--- src/rtl/ctrl_pkg.sv ---
// Shared constants and types for the picoRISC hardwired controller.
// Step counter geometry plus the next-step select encoding.
package ctrl_pkg;

    localparam int STEP_W = 8;
    localparam int T_W = 2 ** STEP_W;
    localparam logic [STEP_W-1:0] RESET_STEP = 8'd0;
    localparam logic [STEP_W-1:0] ERR_STEP = 8'd255;

    typedef enum logic [2:0] {
        SEL_HOLD,
        SEL_ERR,
        SEL_DISP,
        SEL_TARGET,
        SEL_INC
    } stepSel_t;

endpackage

--- src/rtl/step_sequencer_if.sv ---
// Strobe/status bundle between the step sequencer and the translator.
// The translator side is the master; the sequencer is the slave.
interface step_sequencer_if;
    import ctrl_pkg::*;

    logic              br_uncnd;
    logic              br_cond;
    logic              cond;
    logic              br_wait;
    logic              fc;
    logic              br_disp;
    logic [STEP_W-1:0] target;
    logic [STEP_W-1:0] disp_addr;
    logic              halt;
    logic [T_W-1:0]    T;
    logic [STEP_W-1:0] step;
    logic              halted;
    logic              timeout;

    modport master (
        output br_uncnd, br_cond, cond, br_wait, fc,
        output br_disp, target, disp_addr, halt,
        input  T, step, halted, timeout
    );

    modport slave (
        input  br_uncnd, br_cond, cond, br_wait, fc,
        input  br_disp, target, disp_addr, halt,
        output T, step, halted, timeout
    );

endinterface

--- src/rtl/step_decode.sv ---
// Binary step to one-hot timing vector; a low enable blanks the vector.
module step_decode
    import ctrl_pkg::*;
(
    input  logic [STEP_W-1:0] step,
    input  logic              en,
    output logic [T_W-1:0]    onehot
);

    always_comb begin
        onehot = '0;
        if (en) onehot[step] = 1'b1;
    end

endmodule

--- src/rtl/step_sequencer.sv ---
// Control-unit step counter: priority next-step mux, wait timeout and halt.
// All outputs are registered; T is decoded from the next step before the flop.
module step_sequencer
    import ctrl_pkg::*;
#(
    parameter int MEM_TIMEOUT = 64
) (
    input logic clk,
    input logic rst,
    step_sequencer_if.slave bus
);

    localparam int WCNT_W = (MEM_TIMEOUT > 1) ? $clog2(MEM_TIMEOUT) : 1;
    localparam logic [WCNT_W-1:0] WCNT_LAST = WCNT_W'(MEM_TIMEOUT - 1);

    logic [STEP_W-1:0] stepQ, stepNext;
    logic [WCNT_W-1:0] wcntQ, wcntNext;
    logic [T_W-1:0]    tQ, tNext;
    logic              haltedQ, timeoutQ;
    logic              timeoutNext;
    logic              waitHit;
    stepSel_t          sel;

    assign waitHit = bus.br_wait & ~bus.fc;

    always_comb begin
        sel = SEL_INC;
        wcntNext = '0;
        timeoutNext = 1'b0;
        if (bus.halt) begin
            sel = SEL_HOLD;
            wcntNext = wcntQ;
        end else if (waitHit && wcntQ == WCNT_LAST) begin
            sel = SEL_ERR;
            timeoutNext = 1'b1;
        end else if (waitHit) begin
            sel = SEL_HOLD;
            wcntNext = wcntQ + WCNT_W'(1);
        end else if (bus.br_disp) begin
            sel = SEL_DISP;
        end else if (bus.br_uncnd || (bus.br_cond && bus.cond)) begin
            sel = SEL_TARGET;
        end
    end

    always_comb begin
        stepNext = stepQ;
        unique case (sel)
            SEL_HOLD:   stepNext = stepQ;
            SEL_ERR:    stepNext = ERR_STEP;
            SEL_DISP:   stepNext = bus.disp_addr;
            SEL_TARGET: stepNext = bus.target;
            SEL_INC:    stepNext = stepQ + STEP_W'(1);
        endcase
    end

    step_decode uDecode (
        .step   (stepNext),
        .en     (~bus.halt),
        .onehot (tNext)
    );

    always_ff @(posedge clk or posedge rst) begin
        if (rst) begin
            stepQ    <= RESET_STEP;
            wcntQ    <= '0;
            tQ       <= T_W'(1) << RESET_STEP;
            haltedQ  <= 1'b0;
            timeoutQ <= 1'b0;
        end else begin
            stepQ    <= stepNext;
            wcntQ    <= wcntNext;
            tQ       <= tNext;
            haltedQ  <= bus.halt;
            timeoutQ <= timeoutNext;
        end
    end

    assign bus.step    = stepQ;
    assign bus.T       = tQ;
    assign bus.halted  = haltedQ;
    assign bus.timeout = timeoutQ;

endmodule

--- src/flat_wrapper.sv ---
// flat-port wrapper written by rule: the top's interface ports become plain ports
module step_sequencer_flat import ctrl_pkg::*;
#(
    parameter int MEM_TIMEOUT = 64
)
  (clk, rst, bus_br_uncnd, bus_br_cond, bus_cond, bus_br_wait, bus_fc, bus_br_disp, bus_target, bus_disp_addr, bus_halt, bus_T, bus_step, bus_halted, bus_timeout);
  step_sequencer_if bus_i ();
  input logic clk;
  input logic rst;
  input wire logic [$bits(bus_i.br_uncnd)-1:0] bus_br_uncnd;
  input wire logic [$bits(bus_i.br_cond)-1:0] bus_br_cond;
  input wire logic [$bits(bus_i.cond)-1:0] bus_cond;
  input wire logic [$bits(bus_i.br_wait)-1:0] bus_br_wait;
  input wire logic [$bits(bus_i.fc)-1:0] bus_fc;
  input wire logic [$bits(bus_i.br_disp)-1:0] bus_br_disp;
  input wire logic [$bits(bus_i.target)-1:0] bus_target;
  input wire logic [$bits(bus_i.disp_addr)-1:0] bus_disp_addr;
  input wire logic [$bits(bus_i.halt)-1:0] bus_halt;
  output wire logic [$bits(bus_i.T)-1:0] bus_T;
  output wire logic [$bits(bus_i.step)-1:0] bus_step;
  output wire logic [$bits(bus_i.halted)-1:0] bus_halted;
  output wire logic [$bits(bus_i.timeout)-1:0] bus_timeout;
  assign bus_i.br_uncnd = bus_br_uncnd;
  assign bus_i.br_cond = bus_br_cond;
  assign bus_i.cond = bus_cond;
  assign bus_i.br_wait = bus_br_wait;
  assign bus_i.fc = bus_fc;
  assign bus_i.br_disp = bus_br_disp;
  assign bus_i.target = bus_target;
  assign bus_i.disp_addr = bus_disp_addr;
  assign bus_i.halt = bus_halt;
  assign bus_T = bus_i.T;
  assign bus_step = bus_i.step;
  assign bus_halted = bus_i.halted;
  assign bus_timeout = bus_i.timeout;
  step_sequencer #(.MEM_TIMEOUT(MEM_TIMEOUT)) u_core (.clk(clk), .rst(rst), .bus(bus_i));
endmodule
--- config.mk ---
export PLATFORM = sky130hd
export DESIGN_NAME = step_sequencer_flat
export DESIGN_NICKNAME = d
export VERILOG_FILES = /design/src/rtl/ctrl_pkg.sv /design/src/rtl/step_sequencer_if.sv /design/src/rtl/step_decode.sv /design/src/rtl/step_sequencer.sv /design/src/flat_wrapper.sv
export SDC_FILE = /design/constraint.sdc
export NUM_CORES = 1
export LEC_CHECK = 0
export CAP_MARGIN = 10
export CORE_ASPECT_RATIO = 1.25
export CORE_MARGIN = 1
export CORE_UTILIZATION = 47
export DETAILED_ROUTE_END_ITERATION = 12
export PLACE_DENSITY = 0.87
export SLEW_MARGIN = 20
export SYNTH_ARGS = -nofsm -noshare
export SYNTH_HDL_FRONTEND = slang
export SYNTH_SLANG_ARGS = --single-unit
--- constraint.sdc ---
create_clock -name clk -period 11.3 [get_ports clk]
set_clock_uncertainty 0.2 [all_clocks]
set_input_delay 2.26 -clock clk [delete_from_list [all_inputs] [get_ports clk]]
set_output_delay 2.26 -clock clk [all_outputs]
set_load 0.01 [all_outputs]
==> results of run 1 <==
==> registers in the layout, summed over array words and instances (netlist names) <==
| name | count |
|---|---|
| u_core.bus.step | 8 |
| u_core.bus.timeout | 1 |
| u_core.bus.halted | 1 |
| u_core.bus.T | 256 |
| u_core.wcntQ | 6 |
==> synth_stat cells, types with 4 or more instances <==
cell type and number:
sky130_fd_sc_hd__a211o_1 4, sky130_fd_sc_hd__a21o_1 6, sky130_fd_sc_hd__a21oi_1 9, sky130_fd_sc_hd__buf_2 22, sky130_fd_sc_hd__clkbuf_1 32, sky130_fd_sc_hd__dfrtp_1 271
sky130_fd_sc_hd__inv_1 9, sky130_fd_sc_hd__nand2_1 45, sky130_fd_sc_hd__nand2b_1 8, sky130_fd_sc_hd__nand3_1 30, sky130_fd_sc_hd__nand4_1 10, sky130_fd_sc_hd__nor2_1 166
sky130_fd_sc_hd__nor2b_1 5, sky130_fd_sc_hd__nor3_1 90, sky130_fd_sc_hd__nor4_1 13, sky130_fd_sc_hd__o21ai_0 11, sky130_fd_sc_hd__or2_2 5
==> through the flow <==
| stage | hold WS [ns] | utilization |
|---|---|---|
| final | 0.308 | 0.675 |
| after floorplan | 0.265 | - |
| after CTS | 0.313 | 0.675 |
| after global placement | 0.292 | 0.632 |
| after detailed placement | 0.304 | 0.632 |
| after global routing | 0.356 | 0.675 |
==> layout make-up <==
| cell class | instances | area, um2 |
|---|---|---|
| sequential | 272 | 6810 |
| fill | 1417 | 6500 |
| timing repair buffer | 296 | 2960 |
| multi-input combinational | 471 | 2520 |
| clock buffer | 32 | 702 |
| tap | 270 | 338 |
| clock inverter | 14 | 163 |
| inverter | 9 | 41.3 |
==> power breakdown <==
part / total, mW / leakage [nW] / internal, mW / switching (mW)
combinational: 0.232 / 1.64 / 0.0608 / 0.172
clock: 0.879 / 0.430 / 0.511 / 0.367
sequential: 0.999 / 3.77 / 0.983 / 0.0156
==> cell families (layout without fill, tap and decap cells) <==
group / count (synthesis) / after routing / synth area share
AOI/OAI and AO/OA: 72 / 72 / 0.0647
muxes: 1 / 1 / 0.00105
buffers and inverters: 66 / 351 / 0.0288
and+or+nand+nor: 394 / 394 / 0.189
adders and majority gates: 2 / 2 / 0.00262
xor gates and xnor gates: 2 / 2 / 0.00183
DFF: 272 / 272 / 0.712
==> final timing paths <==
check | endpoint | startpoint | depth (start not counted)
worst min register to register | u_core.wcntQ[4] | u_core.wcntQ[4] | 1
worst max register to register | u_core.bus.T[120] | u_core.bus.step[0] | 7
worst min-delay path | u_core.wcntQ[4] | u_core.wcntQ[4] | 1
max in group asynchronous | u_core.bus.T[186] | rst | 3
worst max-delay path | u_core.bus.T[0] | bus_halt | 7
min in group asynchronous | u_core.bus.T[6] | rst | 2
==> per-layer routing <==
layer	GRT usage	up-vias	part of all wire
li1	-	3249	-
met2	0.502	438	0.52
met4	0.112	0	0.035
met5	0	-	0
met3	0.0537	72	0.077
met1	0.355	3799	0.37
==> critical path: cells and delay by family <==
kind	cells	cell delay [ns]
AOI/OAI and AO/OA	2	0.90
and+or+nand+nor	3	1.55
buffers and inverters	2	1.31
==> results_tabular.tex, run 1 <==
\begin{tabular}{lr}
\hline
Metric & Value \\
\hline
\multicolumn{2}{l}{\textbf{Critical path}} \\
\quad Crit-path slowest cell & sky130\_fd\_sc\_hd\_\_clkdlybuf4s50\_1 \\
\quad Worst path arrival time & a little over 6 ns \\
\quad Setup slack on the worst flop-to-flop path & 7.59 ns \\
\quad Cell with the most instances on the worst path & sky130\_fd\_sc\_hd\_\_nand2\_1 \\
\quad Kind of critical path & input pin to flip-flop \\
\quad Critical path, cell by cell & clkdlybuf4s50\_1 > inv\_1 > nand2\_1 > a221o\_1 > a22oi\_4 > nand2\_1 > nor4\_1 \\
\quad Type of destination of the critical path & flip-flop \\
\quad Required arrival time at the worst endpoint & around 11 ns \\
\quad Type of origin of the critical path & input pin \\
\quad Maximum fanout along the worst path & 24 \\
\quad CP peak stage delay & $\sim$0.73 ns \\
\multicolumn{2}{l}{\textbf{Clock tree}} \\
\quad Total clock buffers created by CTS & 25 \\
\quad Clk pin slew, worst setup/hold paths & about 0.070 ns \\
\quad Buffer count from post-CTS setup fixing & 0 \\
\quad Cts hold-fix bufs & 0 \\
\quad Count of H-tree levels built during CTS & 1 \\
\quad Root cell of the clock tree & sky130\_fd\_sc\_hd\_\_clkbuf\_16 \\
\quad Largest buffer count on any clock path & 3 \\
\quad Post\_cts resized & 0 \\
\quad CTS tree & built \\
\quad Clock sink count & between 200 and 300 \\
\quad Insertion delay of the later-clocked pin in the worst-skew pair & approximately 0.53 ns \\
\multicolumn{2}{l}{\textbf{Pwr}} \\
\quad Static Leakage & just under 6 nW \\
\quad Tot Pwr & approximately 2.1 mW \\
\quad Pwr dens & approximately 160 nW/um2 \\
\quad Maximum vdd ir drop & $\sim$0.00011 V \\
\multicolumn{2}{l}{\textbf{Final layout}} \\
\quad Post-layout instance area & approximately 14000 um2 \\
\quad Most common cell after layout, fill and taps aside & sky130\_fd\_sc\_hd\_\_clkdlybuf4s50\_1 \\
\quad Fraction of layout instances using a drive strength above 1 & 0.0713 \\
\quad Most frequent cells in the layout & sky130\_fd\_sc\_hd\_\_clkdlybuf4s50\_1, sky130\_fd\_sc\_hd\_\_dfrtp\_1, sky130\_fd\_sc\_hd\_\_nor2\_1, sky130\_fd\_sc\_hd\_\_nor3\_1, sky130\_fd\_sc\_hd\_\_nand2\_1 \\
\quad Number of diodes & 0 \\
\quad Final non-filler cell total & $\sim$1400 \\
\quad Synthesis-to-finish area growth & 41.4\% \\
\quad Final net count & about 1100 \\
\multicolumn{2}{l}{\textbf{Detailed routing}} \\
\quad Antenna Nets Post-Route & 0 \\
\quad Number of optimization iterations in the first detailed-route pass & 5 \\
\quad Routed wire length per instance & 22.1 um \\
\quad Wire length after detailed routing & between 30000 and 40000 um \\
\quad Vias per Instance & between 5 and 6 \\
\quad Violation count after the first detailed-route iteration & 573 \\
\quad Routed vias & about 7600 \\
\quad DRC violation count after routing & 0 \\
\multicolumn{2}{l}{\textbf{Logic synthesis}} \\
\quad Area contributors post-synth & sky130\_fd\_sc\_hd\_\_dfrtp\_1, sky130\_fd\_sc\_hd\_\_nor2\_1, sky130\_fd\_sc\_hd\_\_nor3\_1 \\
\quad Post-synth EDFFs & 0 \\
\quad Synthesized instance count & 809 \\
\quad Number of distinct library cells after synthesis & between 60 and 70 \\
\quad Most used DFF post-synth & sky130\_fd\_sc\_hd\_\_dfrtp\_1 \\
\quad Post-Syn Nets & approximately 840 \\
\quad Post-synthesis cell area & $\sim$9600 um2 \\
\quad Cell type with the highest aggregate area in the netlist & sky130\_fd\_sc\_hd\_\_dfrtp\_1 \\
\quad Yosys synthesis warning count & 0 \\
\quad Portion of the post-synthesis area used by sequential elements & 0.712 \\
\quad Flops \& latches, synth & 272 \\
\quad Mean post-synth cell area & 11.8 um2 \\
\quad Top-area cell type share of the netlist area & 0.709 \\
\quad Async set or reset register ratio after synthesis & 1.00 \\
\multicolumn{2}{l}{\textbf{STA}} \\
\quad Final Hold Violating Endpoints & 0 \\
\quad Achievable frequency & around 170 MHz \\
\quad Final slew viol count & 0 \\
\quad Final critical-path setup slack & about 5.4 ns \\
\quad Minimum period implied by the final worst setup slack & between 5 and 6 ns \\
\quad Worst relative slew slack & 0.269 \\
\quad Period utilisation layout & 0.518 \\
\quad Actual slew at the worst max-slew pin & around 1.1 ns \\
\quad Post-route setup TNS & 0 ns \\
\quad Setup repair after global routing missed its margin & no \\
\quad Setup violation total in the final timing report & 0 \\
\multicolumn{2}{l}{\textbf{Place}} \\
\quad Number of placed instances with taps included & about 1300 \\
\quad Final weighted congestion in routability-driven placement & approximately 0.9 \\
\quad Placed cell areas & 12600 um2 \\
\quad Worst slack at placement & approximately 5 ns \\
\quad Number of buffer cells added on primary ports & 290 \\
\quad DP Wirelength & between 20000 and 25000 um \\
\multicolumn{2}{l}{\textbf{Floorplanning}} \\
\quad Initial cell density of the core & 0.478 \\
\quad CORE AREA & approximately 20000 um2 \\
\quad Die Outline Area & between 20000 and 25000 um2 \\
\quad \# rows & 58 \\
\quad Die boundary height & roughly 160 um \\
\quad \# IOs & $\sim$290 \\
\quad Chip width & around 130 um \\
\multicolumn{2}{l}{\textbf{Global routing}} \\
\quad Via count of the first global-routing pass & 7403 \\
\quad Largest net degree at the start of global routing & between 100 and 150 \\
\quad Global Route Usage Sum & 0.289 \\
\quad Residual overflow from global routing & 0 \\
\quad Number of antenna violations at the first check in global routing & 0 \\
\quad Wire length of the first global-routing pass & roughly 45000 um \\
\multicolumn{2}{l}{\textbf{Hold path}} \\
\quad Hold Crit Class & flip-flop to flip-flop \\
\multicolumn{2}{l}{\textbf{Run status}} \\
\quad Result of the run & complete, no violations \\
\multicolumn{2}{l}{\textbf{Run}} \\
\quad Max cap viols & 0 \\
\hline
\end{tabular}
No activity file was read; power rests on OpenSTA's default activity.
==> run 2, diff against run 1 <==
Settings changed: CORE_UTILIZATION 47 to 42, PLACE_DENSITY 0.87 to 0.83.
Clock period 11.3 ns to 4.93 ns, I/O delays scaled along.
==> results_tabular.tex, run 2 (synthesis gave the netlist of run 1 again) <==
\begin{tabular}{lr}
\hline
Metric & Value \\
\hline
\multicolumn{2}{l}{\textbf{Floorplanning}} \\
\quad CORE AREA & 22300 um2 \\
\quad Chip width & around 140 um \\
\quad Die boundary height & between 150 and 200 um \\
\quad \# rows & between 60 and 70 \\
\quad Die Outline Area & around 23000 um2 \\
\quad \# IOs & $\sim$290 \\
\quad Initial cell density of the core & 0.429 \\
\multicolumn{2}{l}{\textbf{Detailed routing}} \\
\quad Vias per Instance & between 5 and 6 \\
\quad Number of optimization iterations in the first detailed-route pass & 5 \\
\quad Wire length after detailed routing & slightly above 30000 um \\
\quad Violation count after the first detailed-route iteration & between 600 and 700 \\
\quad DRC violation count after routing & 0 \\
\quad Routed wire length per instance & about 22 um \\
\quad Routed vias & around 7500 \\
\quad Antenna Nets Post-Route & 0 \\
\multicolumn{2}{l}{\textbf{Pwr}} \\
\quad Tot Pwr & between 4 and 5 mW \\
\quad Maximum vdd ir drop & between 0.0002 and 0.00025 V \\
\quad Static Leakage & 5.93 nW \\
\quad Pwr dens & between 300 and 400 nW/um2 \\
\multicolumn{2}{l}{\textbf{Critical path}} \\
\quad Family with the most delay on the worst path & compound AO/OA/AOI/OAI gates \\
\quad Crit Reg-Reg Startpoint & u\_core.bus.step[0] \\
\quad Type of destination of the critical path & flip-flop \\
\quad Critical path, cell by cell & clkdlybuf4s50\_1 > a211o\_1 > a31o\_1 > o211a\_1 > a211oi\_1 > buf\_4 > nand3\_1 > nor2\_1 \\
\quad Start point of the critical path & bus\_br\_disp \\
\quad CP peak stage delay & about 0.62 ns \\
\quad Crit-path slowest cell & sky130\_fd\_sc\_hd\_\_nand3\_1 \\
\quad Worst path arrival time & 3.93 ns \\
\quad Type of origin of the critical path & input pin \\
\quad Required arrival time at the worst endpoint & about 5.1 ns \\
\quad Number of buffer and inverter stages on the critical path & 2 \\
\quad Kind of critical path & input pin to flip-flop \\
\quad Maximum fanout along the worst path & 14 \\
\multicolumn{2}{l}{\textbf{Place}} \\
\quad Number of buffer cells added on primary ports & a little under 300 \\
\quad Final weighted congestion in routability-driven placement & roughly 0.90 \\
\quad DP Wirelength & approximately 22000 um \\
\quad Number of placed instances with taps included & around 1400 \\
\quad Worst slack at placement & approximately 0.73 ns \\
\multicolumn{2}{l}{\textbf{Run}} \\
\quad Max cap viols & 0 \\
\multicolumn{2}{l}{\textbf{Final layout}} \\
\quad Most frequent cells in the layout & sky130\_fd\_sc\_hd\_\_clkdlybuf4s50\_1, sky130\_fd\_sc\_hd\_\_dfrtp\_1, sky130\_fd\_sc\_hd\_\_nor2\_1, sky130\_fd\_sc\_hd\_\_nor3\_1, sky130\_fd\_sc\_hd\_\_nand2\_1 \\
\quad Final net count & 1129 \\
\quad Final non-filler cell total & around 1400 \\
\quad \# fillers & between 1500 and 2000 \\
\quad Most common cell after layout, fill and taps aside & sky130\_fd\_sc\_hd\_\_clkdlybuf4s50\_1 \\
\quad Number of diodes & 0 \\
\quad Fraction of layout instances using a drive strength above 1 & 0.0886 \\
\quad Max reg flops & 256 \\
\quad Synthesis-to-finish area growth & 43.0\% \\
\multicolumn{2}{l}{\textbf{Global routing}} \\
\quad Wire length of the first global-routing pass & between 40000 and 50000 um \\
\quad Largest net degree at the start of global routing & 77 \\
\quad Number of antenna violations at the first check in global routing & 0 \\
\quad Global Route Usage Sum & 0.267 \\
\quad Residual overflow from global routing & 0 \\
\quad Via count of the first global-routing pass & 7674 \\
\multicolumn{2}{l}{\textbf{Clock tree}} \\
\quad Largest buffer count on any clock path & 3 \\
\quad Total clock buffers created by CTS & 24 \\
\quad Cts hold-fix bufs & 0 \\
\quad Root cell of the clock tree & sky130\_fd\_sc\_hd\_\_clkbuf\_16 \\
\quad Count of H-tree levels built during CTS & 1 \\
\quad Clk pin slew, worst setup/hold paths & 0.06 ns \\
\quad Clock sink count & 272 \\
\quad Insertion delay of the later-clocked pin in the worst-skew pair & 0.51 ns \\
\quad Buffer count from post-CTS setup fixing & 0 \\
\quad CTS tree & built \\
\quad Post\_cts resized & 0 \\
\multicolumn{2}{l}{\textbf{STA}} \\
\quad Minimum period implied by the final worst setup slack & 3.74 ns \\
\quad Period utilisation layout & 0.758 \\
\quad Final critical-path setup slack & around 1.2 ns \\
\quad Final Hold Violating Endpoints & 0 \\
\quad Worst relative slew slack & 0.420 \\
\quad Final slew viol count & 0 \\
\quad Achievable frequency & between 200 and 300 MHz \\
\quad Actual slew at the worst max-slew pin & $\sim$0.87 ns \\
\quad Setup violation total in the final timing report & 0 \\
\quad Post-route setup TNS & 0 ns \\
\quad Setup repair after global routing missed its margin & no \\
\multicolumn{2}{l}{\textbf{Hold path}} \\
\quad Launch point of the worst hold path & u\_core.wcntQ[1] \\
\quad Hold Crit Class & flip-flop to flip-flop \\
\multicolumn{2}{l}{\textbf{Run status}} \\
\quad Result of the run & complete, no violations \\
\hline
\end{tabular}
## run 2: final cells by class
| type | count | area (um2) | share of cell area |
|---|---|---|---|
| clock inverter | 8 | 47.5 | 0.00348 |
| tap | 283 | 354 | 0.0259 |
| clock buffer | 34 | 699 | 0.0511 |
| sequential | 272 | 6810 | 0.498 |
| timing repair buffer | 324 | 3220 | 0.235 |
| multi-input combinational | 471 | 2510 | 0.184 |
| inverter | 9 | 37.5 | 0.00274 |
## run 2: tightest hold or removal path, cell delays in order, from the launching register on
cell,delay (ns)
sky130_fd_sc_hd__dfrtp_1,0.37
sky130_fd_sc_hd__nand2_1,0.06
sky130_fd_sc_hd__o21ai_0,0.06
## run 2: power breakdown
group	internal, mW	switching [mW]
Sequential	2.25	0.0370
Combinational	0.176	0.406
Clock	0.989	0.781
Total	3.42	1.22
## run 2: through the flow
stage	utilization	instance area (um2)	hold slack (ns)
2_1_floorplan	-	9570	0.265
3_3_place_gp	0.579	12900	0.296
3_5_place_dp	0.579	12900	0.306
4_1_cts	0.613	13700	0.322
5_1_grt	0.614	13700	0.364
6_report	0.614	13700	0.329
## run 2: metal layers
metal,GRT usage,wire [um]
met5,0,0
met3,0.0474,2210
met2,0.455,15700
met1,0.324,11400
met4,0.135,1530
## run 2: path summary, 6_finish.rpt
| check | endpoint | slack [ns] | depth (start not counted) |
|---|---|---|---|
| max | u_core.bus.T[255] | 1.19 | 8 |
| min | u_core.wcntQ[1] | 0.33 | 2 |
| max reg2reg | u_core.bus.T[103] | 1.63 | 7 |
| min reg2reg | u_core.wcntQ[1] | 0.33 | 2 |
| max in group asynchronous | u_core.bus.T[110] | 2.89 | 4 |
| min in group asynchronous | u_core.bus.T[194] | 0.64 | 2 |
